===== config.mk =====
export PLATFORM = sky130hd
export DESIGN_NAME = intersection_conflict_monitor_flat
export DESIGN_NICKNAME = d
export VERILOG_FILES = /design/src/rtl/intersection_conflict_monitor_pkg.sv /design/src/rtl/intersection_conflict_monitor_if.sv /design/src/rtl/intersection_conflict_monitor_approach_checker.sv /design/src/rtl/intersection_conflict_monitor.sv /design/src/flat_wrapper.sv
export SDC_FILE = /design/constraint.sdc
export NUM_CORES = 1
export LEC_CHECK = 0
export BUFFER_PORTS_ARGS = -buffer_cell sky130_fd_sc_hd__buf_2
export CAP_MARGIN = 20
export CORE_ASPECT_RATIO = 0.5
export CORE_UTILIZATION = 62
export DETAILED_ROUTE_END_ITERATION = 10
export PLACE_DENSITY = 0.8
export SYNTH_ARGS = -nofsm -noshare
export SYNTH_HDL_FRONTEND = slang
export SYNTH_SLANG_ARGS = --single-unit

===== constraint.sdc =====
create_clock -name in_clock -period 3.3 [get_ports in_clock]
set_input_delay 0.165 -clock in_clock [delete_from_list [all_inputs] [get_ports in_clock]]
set_output_delay 0.165 -clock in_clock [all_outputs]
set_load 0.005 [all_outputs]

===== src/rtl/intersection_conflict_monitor_pkg.sv =====
// conflict_monitor_pkg: shared constants for the intersection conflict monitor.
//   - fault code encodings driven on out_fault_code
//   - lamp bit indices inside a 5-bit lamp vector {ped, left, yellow, green, red}
//   - monitor state encoding
// Optional feature macro used by the design: CONFLICT_MONITOR_YELLOW_CHECK_EN
package conflict_monitor_pkg;

  localparam logic [2:0] FC_NONE         = 3'd0;
  localparam logic [2:0] FC_CONFLICT     = 3'd1;
  localparam logic [2:0] FC_MULTI_LAMP   = 3'd2;
  localparam logic [2:0] FC_DARK         = 3'd3;
  localparam logic [2:0] FC_SHORT_YELLOW = 3'd4;

  localparam int LAMP_RED        = 0;
  localparam int LAMP_GREEN      = 1;
  localparam int LAMP_YELLOW     = 2;
  localparam int LAMP_LEFT_TURN  = 3;
  localparam int LAMP_PEDESTRIAN = 4;

  typedef enum logic [1:0] {
    ST_MONITOR = 2'd0,
    ST_PENDING = 2'd1,
    ST_FAULT   = 2'd2
  } state_t;

endpackage


===== src/rtl/intersection_conflict_monitor_if.sv =====
// intersection_conflict_monitor_if: bundles the lamp inputs and fault outputs
// of the conflict monitor.
//   in_lights_a / in_lights_b : lamp vectors of approach A / B
//   out_issue                 : fault latched
//   out_fault_code            : captured fault class
//   out_fault_approach        : captured approach (0 = A, 1 = B)
//   dbg_state                 : current monitor state, for observation only
// Handshake: there is no valid/ready pair; the monitor samples both lamp
// vectors on every clock and the outputs are level signals that are always valid.
interface intersection_conflict_monitor_if;
  import conflict_monitor_pkg::*;

  logic [4:0] in_lights_a;
  logic [4:0] in_lights_b;
  logic       out_issue;
  logic [2:0] out_fault_code;
  logic       out_fault_approach;
  state_t     dbg_state;

  modport master (
    output in_lights_a, in_lights_b,
    input  out_issue, out_fault_code, out_fault_approach, dbg_state
  );

  modport slave (
    input  in_lights_a, in_lights_b,
    output out_issue, out_fault_code, out_fault_approach, dbg_state
  );

endinterface


===== src/rtl/intersection_conflict_monitor_approach_checker.sv =====
// approach_checker: per-approach checks on one registered lamp sample.
//   clk_i, rst_i       : clock, synchronous active-high reset
//   sample_i[4:0]      : registered lamp vector {ped, left, yellow, green, red}
//   go_o               : approach shows any right-of-way lamp
//   multi_o            : illegal lamp combination
//   dark_o             : all-dark run longer than DARK_MAX_TICKS
//   short_yellow_o     : yellow-only -> red-only with too short a yellow
// The yellow counter and short-yellow event exist only when
// CONFLICT_MONITOR_YELLOW_CHECK_EN is defined; otherwise short_yellow_o is 0.
module approach_checker
  import conflict_monitor_pkg::*;
#(
  parameter logic [31:0] DARK_MAX_TICKS   = 32'd50000000,
  parameter logic [31:0] MIN_YELLOW_TICKS = 32'd250000000
) (
  input  logic       clk_i,
  input  logic       rst_i,
  input  logic [4:0] sample_i,
  output logic       go_o,
  output logic       multi_o,
  output logic       dark_o,
  output logic       short_yellow_o
);

  localparam logic [31:0] CNT_MAX = 32'hFFFF_FFFF;

  logic        is_dark;
  logic [31:0] dark_q, dark_d;

  assign go_o    = |sample_i[LAMP_PEDESTRIAN:LAMP_GREEN];
  assign multi_o = (sample_i[LAMP_RED] && go_o) ||
                   (sample_i[LAMP_GREEN] && sample_i[LAMP_YELLOW]);
  assign is_dark = (sample_i == 5'b00000);

  // dark_q holds the number of dark samples before the current one, so the
  // current dark sample is number dark_q+1 and exceeds the limit when
  // dark_q >= DARK_MAX_TICKS.
  always_comb begin
    dark_d = 32'd0;
    if (is_dark) begin
      dark_d = (dark_q == CNT_MAX) ? dark_q : dark_q + 32'd1;
    end
  end

  assign dark_o = is_dark && (dark_q >= DARK_MAX_TICKS);

  always_ff @(posedge clk_i) begin
    if (rst_i) begin
      dark_q <= 32'd0;
    end else begin
      dark_q <= dark_d;
    end
  end

`ifdef CONFLICT_MONITOR_YELLOW_CHECK_EN
  logic        yellow_only;
  logic        red_only;
  logic        prev_yellow_q;
  logic [31:0] yel_q, yel_d;

  assign yellow_only = (sample_i == (5'b00001 << LAMP_YELLOW));
  assign red_only    = (sample_i == (5'b00001 << LAMP_RED));

  // Counts consecutive yellow-only samples; any other sample clears it.
  always_comb begin
    yel_d = 32'd0;
    if (yellow_only) begin
      yel_d = (yel_q >= MIN_YELLOW_TICKS) ? yel_q : yel_q + 32'd1;
    end
  end

  // yel_q still holds the completed yellow run length on the red-only sample.
  assign short_yellow_o = prev_yellow_q && red_only && (yel_q < MIN_YELLOW_TICKS);

  always_ff @(posedge clk_i) begin
    if (rst_i) begin
      yel_q         <= 32'd0;
      prev_yellow_q <= 1'b0;
    end else begin
      yel_q         <= yel_d;
      prev_yellow_q <= yellow_only;
    end
  end
`else
  logic unused_yellow_cfg;
  assign unused_yellow_cfg = ^MIN_YELLOW_TICKS;
  assign short_yellow_o    = 1'b0;
`endif

endmodule


===== src/rtl/intersection_conflict_monitor.sv =====
// intersection_conflict_monitor: watchdog on the lamp outputs of the two
// approach state machines. Latches a fault on conflicting right-of-way,
// illegal lamp combination, over-long dark approach or (optionally) short
// yellow, and holds it until reset.
//   in_clock : clock
//   in_reset : synchronous active-high reset, the only exit from FAULT
//   mon      : slave side of intersection_conflict_monitor_if
//              (lamp inputs in, out_issue / out_fault_code /
//               out_fault_approach / dbg_state out)
// Optional feature macro: CONFLICT_MONITOR_YELLOW_CHECK_EN enables the
// short-yellow check (fault code 4).
module intersection_conflict_monitor
  import conflict_monitor_pkg::*;
#(
  parameter logic [31:0] FILTER_TICKS     = 32'd3,
  parameter logic [31:0] DARK_MAX_TICKS   = 32'd50000000,
  parameter logic [31:0] MIN_YELLOW_TICKS = 32'd250000000
) (
  input  logic                           in_clock,
  input  logic                           in_reset,
  intersection_conflict_monitor_if.slave mon
);

  // A filter length of 0 behaves as 1.
  localparam logic [31:0] FILTER_EFF = (FILTER_TICKS == 32'd0) ? 32'd1 : FILTER_TICKS;

  logic [4:0] lights_a_q, lights_b_q;

  logic go_a, go_b, multi_a, multi_b, dark_a, dark_b, sy_a, sy_b;
  logic conflict, persist, short_ev;

  state_t      state_q, state_d;
  logic [31:0] filter_q, filter_d;

  logic       issue_q, issue_d;
  logic [2:0] code_q, code_d;
  logic       appr_q, appr_d;
  logic [2:0] cap_code;
  logic       cap_appr;

  // Input register: every check works on these samples.
  always_ff @(posedge in_clock) begin
    if (in_reset) begin
      lights_a_q <= 5'd0;
      lights_b_q <= 5'd0;
    end else begin
      lights_a_q <= mon.in_lights_a;
      lights_b_q <= mon.in_lights_b;
    end
  end

  approach_checker #(
    .DARK_MAX_TICKS  (DARK_MAX_TICKS),
    .MIN_YELLOW_TICKS(MIN_YELLOW_TICKS)
  ) u_chk_a (
    .clk_i         (in_clock),
    .rst_i         (in_reset),
    .sample_i      (lights_a_q),
    .go_o          (go_a),
    .multi_o       (multi_a),
    .dark_o        (dark_a),
    .short_yellow_o(sy_a)
  );

  approach_checker #(
    .DARK_MAX_TICKS  (DARK_MAX_TICKS),
    .MIN_YELLOW_TICKS(MIN_YELLOW_TICKS)
  ) u_chk_b (
    .clk_i         (in_clock),
    .rst_i         (in_reset),
    .sample_i      (lights_b_q),
    .go_o          (go_b),
    .multi_o       (multi_b),
    .dark_o        (dark_b),
    .short_yellow_o(sy_b)
  );

  assign conflict = go_a && go_b;
  assign persist  = conflict || multi_a || multi_b || dark_a || dark_b;
  assign short_ev = sy_a || sy_b;

  // State register, filter count and captured outputs.
  always_ff @(posedge in_clock) begin
    if (in_reset) begin
      state_q  <= ST_MONITOR;
      filter_q <= 32'd0;
      issue_q  <= 1'b0;
      code_q   <= FC_NONE;
      appr_q   <= 1'b0;
    end else begin
      state_q  <= state_d;
      filter_q <= filter_d;
      issue_q  <= issue_d;
      code_q   <= code_d;
      appr_q   <= appr_d;
    end
  end

  // Next state. The filter count is the number of violating samples seen so
  // far; FAULT is entered on the edge that would make it reach FILTER_EFF,
  // which puts out_issue FILTER_EFF+1 edges after the first violating input.
  always_comb begin
    state_d  = state_q;
    filter_d = filter_q;
    case (state_q)
      ST_MONITOR: begin
        if (short_ev) begin
          state_d = ST_FAULT;
        end else if (persist) begin
          if (FILTER_EFF == 32'd1) begin
            state_d = ST_FAULT;
          end else begin
            state_d  = ST_PENDING;
            filter_d = 32'd1;
          end
        end
      end
      ST_PENDING: begin
        if (short_ev) begin
          state_d = ST_FAULT;
        end else if (!persist) begin
          state_d  = ST_MONITOR;
          filter_d = 32'd0;
        end else if (({1'b0, filter_q} + 33'd1) >= {1'b0, FILTER_EFF}) begin
          state_d = ST_FAULT;
        end else begin
          filter_d = filter_q + 32'd1;
        end
      end
      ST_FAULT: begin
        state_d = ST_FAULT;
      end
      default: begin
        state_d  = ST_MONITOR;
        filter_d = 32'd0;
      end
    endcase
  end

  // Highest-priority active violation: conflict, multi-lamp, dark, short
  // yellow; A before B within a class.
  always_comb begin
    cap_code = FC_NONE;
    cap_appr = 1'b0;
    if (conflict) begin
      cap_code = FC_CONFLICT;
    end else if (multi_a) begin
      cap_code = FC_MULTI_LAMP;
    end else if (multi_b) begin
      cap_code = FC_MULTI_LAMP;
      cap_appr = 1'b1;
    end else if (dark_a) begin
      cap_code = FC_DARK;
    end else if (dark_b) begin
      cap_code = FC_DARK;
      cap_appr = 1'b1;
    end else if (sy_a) begin
      cap_code = FC_SHORT_YELLOW;
    end else if (sy_b) begin
      cap_code = FC_SHORT_YELLOW;
      cap_appr = 1'b1;
    end
  end

  // Outputs only change on entry to FAULT; afterwards they are held.
  always_comb begin
    issue_d = issue_q;
    code_d  = code_q;
    appr_d  = appr_q;
    if ((state_q != ST_FAULT) && (state_d == ST_FAULT)) begin
      issue_d = 1'b1;
      code_d  = cap_code;
      appr_d  = cap_appr;
    end
  end

  assign mon.out_issue          = issue_q;
  assign mon.out_fault_code     = code_q;
  assign mon.out_fault_approach = appr_q;
  assign mon.dbg_state          = state_q;

endmodule


===== src/flat_wrapper.sv =====
// flat-port wrapper written by rule: the top's interface ports become plain ports
module intersection_conflict_monitor_flat import conflict_monitor_pkg::*;
#(
  parameter logic [31:0] FILTER_TICKS     = 32'd3,
  parameter logic [31:0] DARK_MAX_TICKS   = 32'd50000000,
  parameter logic [31:0] MIN_YELLOW_TICKS = 32'd250000000
)
  (in_clock, in_reset, mon_in_lights_a, mon_in_lights_b, mon_out_issue, mon_out_fault_code, mon_out_fault_approach, mon_dbg_state);
  intersection_conflict_monitor_if mon_i ();
  input  logic in_clock;
  input  logic in_reset;
  input wire logic [$bits(mon_i.in_lights_a)-1:0] mon_in_lights_a;
  input wire logic [$bits(mon_i.in_lights_b)-1:0] mon_in_lights_b;
  output wire logic [$bits(mon_i.out_issue)-1:0] mon_out_issue;
  output wire logic [$bits(mon_i.out_fault_code)-1:0] mon_out_fault_code;
  output wire logic [$bits(mon_i.out_fault_approach)-1:0] mon_out_fault_approach;
  output wire logic [$bits(mon_i.dbg_state)-1:0] mon_dbg_state;
  assign mon_i.in_lights_a = mon_in_lights_a;
  assign mon_i.in_lights_b = mon_in_lights_b;
  assign mon_out_issue = mon_i.out_issue;
  assign mon_out_fault_code = mon_i.out_fault_code;
  assign mon_out_fault_approach = mon_i.out_fault_approach;
  assign mon_dbg_state = mon_i.dbg_state;
  intersection_conflict_monitor #(.FILTER_TICKS(FILTER_TICKS), .DARK_MAX_TICKS(DARK_MAX_TICKS), .MIN_YELLOW_TICKS(MIN_YELLOW_TICKS)) u_core (.in_clock(in_clock), .in_reset(in_reset), .mon(mon_i));
endmodule

**Word-level counts from Yosys, hierarchy flattened**

Index checks and enable logic that the tools add are counted.

- Bits of input ports: 12
- Register bits: 113
- Word-level logic and storage cells: 67

- Reductions and logical operators: 22
- Eq/ne operators: 8
- Bitwise logic cells: 3
- Multiplexer cells: 18
- $add $sub $neg: 4
- Order comparisons: 3

Operator list:

| cell | number |
|---|---|
| adder 32 x 1 -> 32 bit, second input constant | 3 |
| 2-to-1 mux 32 bit | 3 |
| case mux 32 bit (3 select lines) | 1 |
| equality test 32 bit, second input constant | 2 |
| greater-or-equal comparator 32 x 26 -> 1 bit, second input constant | 2 |
| adder 32 x 1 -> 33 bit, second input constant | 1 |
| greater-or-equal comparator 33 x 2 -> 1 bit, second input constant | 1 |
| 2-to-1 mux 3 bit | 4 |
| logical NOT 5 bit | 2 |
| logical AND 1 bit | 8 |
| 2-to-1 mux 2 bit | 4 |
| OR reduction 4 bit | 2 |
| logical OR 1 bit | 6 |
| case mux 2 bit (3 select lines) | 1 |
| 2-to-1 mux 1 bit | 5 |
| equality test 2 bit, second input constant | 2 |
| OR reduction 2 bit | 2 |
| inequality test 3 bit, second input constant | 1 |
| NOT 1 bit | 3 |
| AND reduction 3 bit | 1 |
| equality test 2 x 1 -> 1 bit, second input constant | 1 |
| logical NOT 2 bit | 1 |
| inequality test 2 x 1 -> 1 bit, second input constant | 1 |
| inequality test 2 bit, second input constant | 1 |

**Longest topological paths before layout**

- Word-level depth: 11
- Mapped depth: 11
- Depth with buffers taken out: 9

**Cells and area by module**

Synthesis repeated with hierarchy kept, for this count alone.

- Cell total of the unflattened synthesis: 693
- Area total of the unflattened synthesis: 5901.9 µm²

By module, submodules not included:

| module | cells an instance | seq. area each (µm²) | area each (µm²) | instances |
|---|---|---|---|---|
| approach_checker | 219 | 640.6 | 1770.4 | 2 |
| intersection_conflict_monitor | 255 | 980.9 | 2361.0 | 1 |

**Worst setup path after synthesis**

OpenSTA, ideal clock, no wires.

- Path kind: reg2reg
- From: reg u_core.filter_q[4]
- To: reg u_core.appr_q, in the netlist u_core.mon.out_fault_approach
- Setup time: 0.121 ns
- Data arrival time: 2.619 ns
- Period minus slack after synthesis: 2.740 ns
- Slack: 0.560 ns
- Stages on the path, launching flop included: 11
- Required time: 3.179 ns
- Buffers on the path: 2
- Cell sequence: dfxtp_1 buf_2 nand3_2 or4_1 buf_2 nor3_1 xor2_1 or4_4 nand4b_4 nand2_2 mux2_2

- Longest elaborated chain between the ends: 7

RTL lines:

| element | line | source |
|---|---|---|
| start: declaration | intersection_conflict_monitor.sv:33 | `logic [31:0] filter_q, filter_d;` |
| start signal: assignment | intersection_conflict_monitor.sv:92 | `filter_q <= filter_d;` |
| adder 32 x 1 -> 33 bit | intersection_conflict_monitor.sv:124 | `end else if (({1'b0, filter_q} + 33'd1) >= {1'b0, FILTER_EFF}) begin` |
| greater-or-equal comparator 33 x 2 -> 1 bit | intersection_conflict_monitor.sv:124 |  |
| 2-to-1 mux 2 bit | intersection_conflict_monitor.sv:124 |  |
| 2-to-1 mux 2 bit | intersection_conflict_monitor.sv:121 | `end else if (!persist) begin` |
| case mux 2 bit (3 select lines) | intersection_conflict_monitor.sv:105 | `case (state_q)` |
| equality test 2 bit | intersection_conflict_monitor.sv:170 | `if ((state_q != ST_FAULT) && (state_d == ST_FAULT)) begin` |
| logical AND 1 bit | intersection_conflict_monitor.sv:170 |  |
| end signal: assignment | intersection_conflict_monitor.sv:95 | `appr_q <= appr_d;` |
| end: declaration | intersection_conflict_monitor.sv:37 | `logic appr_q, appr_d;` |

No other way between the ends.
A chain may end at the register's enable or synchronous reset.

**Worst setup path after layout**

- From: reg u_core.filter_q[0]
- To: reg u_core.filter_q[8]

- Longest elaborated chain between the ends: 4
- Elaborated cells between the ends (all ways): 8

RTL lines:

| element | line |
|---|---|
| adder 32 x 1 -> 33 bit / adder 32 x 1 -> 32 bit (equally long branches) | intersection_conflict_monitor.sv:124, intersection_conflict_monitor.sv:127 |
| greater-or-equal comparator 33 x 2 -> 1 bit / 2-to-1 mux 32 bit (equally long branches) | intersection_conflict_monitor.sv:124 |
| inequality test 3 bit (no line) / 2-to-1 mux 32 bit (equally long branches) | -- |
| AND reduction 3 bit (no line) / case mux 32 bit (3 select lines) (equally long branches) | -- |

Parallel ways exist; a longest one is shown, timed or not. The select of a mux whose other input is x is not followed.

==> summary.txt <==
Status
  – Status: completed

Synthesis
  – Synth top area cells: dfxtp_1, nor2_1, xor2_1, xnor2_1, nor3b_1
  – Async set-or-reset flop fraction in the synthesized netlist: 0
  – Number of flops mapped to enable cells by yosys: 0
  – Yosys warns: 0
  – Cell variety after synth: 62
  – Syn nets: ~660
  – Avg Inst Size Synth: 8.63 µm²
  – Syn Std Cell Area: around 5500 µm²
  – Ys flop type: dfxtp_1
  – Mapped Cells: 638
  – Area leader, netlist: dfxtp_1
  – Register area share after synthesis: 0.407
  – Top cell type's share of synthesized area: 0.407
  – Yosys reg bits: approximately 110

Clock tree
  – # Post-CTS Setup Buffers: 0
  – CTS buffer count: 9
  – Hold_buf cts: 0
  – CTS tree: done
  – H-tree depth: 3
  – Clock sinks: 112
  – Clock Tree Buf Depth: 2
  – Clock transition at the registers of the reported paths: 70 ps
  – Worst skew pair latency: about 340 ps
  – Gates resized, CTS repair: 0
  – Clk Tree Root Cell: clkbuf_16

Placed design
  – PortBufs: 17
  – Placed cell area: 5690 µm²
  – Hpwl dp: 7.55 mm
  – Placer Congestion: approximately 0.93

Routing
  – DR WL/cell: 14.2 µm
  – Routed Antenna Nets: 0
  – Final wirelength: ~11 mm
  – DRC viols: 0
  – DRT Pass-1 Iters: 5
  – Number of vias in the routed layout: between 4000 and 5000
  – DR iter-0 viols: 169
  – Vias per cell: 5.91

Pwr
  – Power per Cell Area: 445 nW/µm²
  – Clk network pwr share: 0.379
  – Cell-internal power: between 2 and 2.5 mW
  – VDD IR-drop max: 0.251 mV
  – Switch share: 0.232
  – NetSw: a little over 0.6 mW
  – Power consumption: 2.65 mW
  – Static Leak: ~2 nW
  – Combinational power share: 0.092
  – Share of power burned in registers: 0.528

Global route
  – Met3 Use GR: 0.0563
  – Initial antenna violation count: 0
  – Vias in the first global route: around 4100
  – First-pass GRT wire length: about 18 mm
  – Total track usage: 0.252
  – Global route overflow: 0
  – Largest net degree at the start of global routing: 33
  – GR Util met1: 0.317
  – Busiest grt layer: met2
  – Met2 usage: 0.440

Floorplanning
  – Die width: 135 µm
  – Placement Rows: 23
  – Die height: 68.6 µm
  – Starting Density: 0.664
  – Die Area: 9290 µm²
  – Ports: 19
  – Floorplan core area: 8290 µm²

Final layout
  – Area grow syn2layout: 8.38%
  – Most frequent cells in the layout: dfxtp_1, nor2_1, xor2_1, nand2_1, xnor2_1
  – Layout cells sized above 1: 0.0826
  – N_diodes: 0
  – Design area: 5970 µm²
  – Commonest non-fill, non-tap cell in the layout: dfxtp_1
  – Final core utilization: 0.720
  – Number of nets in the layout: between 600 and 700

Worst setup path
  – Top delay family on crit path: simple AND/OR/NAND/NOR gates
  – Crit. path cell count: 10
  – Crit. End Element: register
  – Crit-path cells: ha_1 > nand4_1 > nor4_1 > xnor2_1 > a21oi_1 > or4_4 > nand4b_4 > a21oi_2 > buf_4 > nor3b_1
  – Crit path max fanout: 30
  – WP data arrival: 3260 ps
  – Crit-path max cell delay: 550 ps
  – Critical path class: reg -> reg
  – Buffers & Inverters on Critical Path: 1
  – CP Data Required Time: 3510 ps
  – Worst reg2reg path depth: 10
  – Critical Path Slowest Stage Cell: or4_4
  – Critical Path Start Type: register

Timing
  – Setup Viol. Count Final: 0
  – Fmax: between 300 and 400 MHz
  – Final Max Tran Viols: 0
  – Clock skew: between 5 and 6 ps
  – RSZ-0062 raised after global routing: no
  – Worst-Margin Slew: 1050 ps
  – Final worst path period share: 0.923
  – Fin. Hold Viols: 0
  – Max-slew headroom: 0.300
  – WHS: 26.8 ps
  – Final setup TNS: 0 ps
  – Post-layout min period: 3050 ps

Run
  – Max-Cap Viols: 0

Worst hold path
  – Hold Crit Class: in -> reg
  – Hold depth: 2
-- state kept, by name (all words and copies together) (netlist names) --
signal / count
u_core.u_chk_b.dark_q: 32
u_core.filter_q: 32
u_core.lights_b_q: 5
u_core.mon.out_issue: 1
u_core.u_chk_a.dark_q: 32
u_core.mon.out_fault_code: 2
u_core.mon.dbg_state: 2
u_core.lights_a_q: 5
u_core.mon.out_fault_approach: 1
-- per-stage QoR --
| step | instances | setup slack [ps] |
|---|---|---|
| floorplan | 638 | 560 |
| global placement | 752 | 369 |
| detailed placement | 752 | 270 |
| CTS | 766 | 230 |
| global route | 766 | 23.4 |
| finish | 766 | 253 |
-- synth_stat cells (3+ instances only) --
cell and number:
inv_1 15, and4_1 15, buf_4 4, or4_1 7, nand2b_1 3, a211oi_1 6, xnor2_1 34, nor4_1 13
nand2_1 34, nor3b_1 30, nor2b_1 13, buf_2 4, or3_1 11, ha_1 6, o21ai_0 11, dfxtp_1 112
nor4_2 3, nor3_1 18, nand3_1 33, and3_1 16, nor2_1 92, nand4_1 25, clkbuf_1 16, a21oi_1 15
a31oi_1 3, xor2_1 36, o211ai_1 5, mux2i_1 3, and2_1 10
-- path summary, 6_finish.rpt --
kind | startpoint | endpoint | slack [ps]
worst max-delay path | u_core.filter_q[0] | u_core.filter_q[8] | 250
worst min-delay path | mon_in_lights_b[3] | u_core.lights_b_q[3] | 30
worst max register to register | u_core.filter_q[0] | u_core.filter_q[8] | 250
worst min register to register | u_core.mon.out_issue | u_core.mon.out_issue | 470
-- cells by family after synthesis --
kind of cell             Yosys count  share of synthesized area
multiplexers                       5                    0.00954
buffers and inverters             39                     0.0302
AO/OA/AOI/OAI                     69                     0.0898
XOR/XNOR                          70                      0.111
flip-flops                       112                      0.407
AND/OR/NAND/NOR                  336                      0.338
adder cells (fa/ha/maj)            6                     0.0136
other                              1                   0.000681
-- cell type report --
| cell class | instances | area [µm²] |
|---|---|---|
| clock buffers | 14 | 274 |
| multi-input cells | 487 | 3100 |
| inverters | 15 | 56.3 |
| fillers | 658 | 2320 |
| flip-flops and latches | 112 | 2240 |
| well taps | 112 | 140 |
| repair buffers | 26 | 153 |
-- layer usage --
layer,routed length [µm],part of all wire
met5,0,0
met2,5070,0.47
met4,100,0.0092
met1,5220,0.48
met3,465,0.043
-- power groups by stage --
stage,sequential (mW),combinational [mW],clock [mW]
2_1_floorplan,1.43,0.203,0
3_3_place_gp,1.43,0.243,0
3_5_place_dp,1.43,0.247,0
4_1_cts,1.40,0.248,1.03
5_1_grt,1.41,0.279,1.08
6_report,1.40,0.245,1.01
Note: power is estimated with default switching activity, not from simulation.
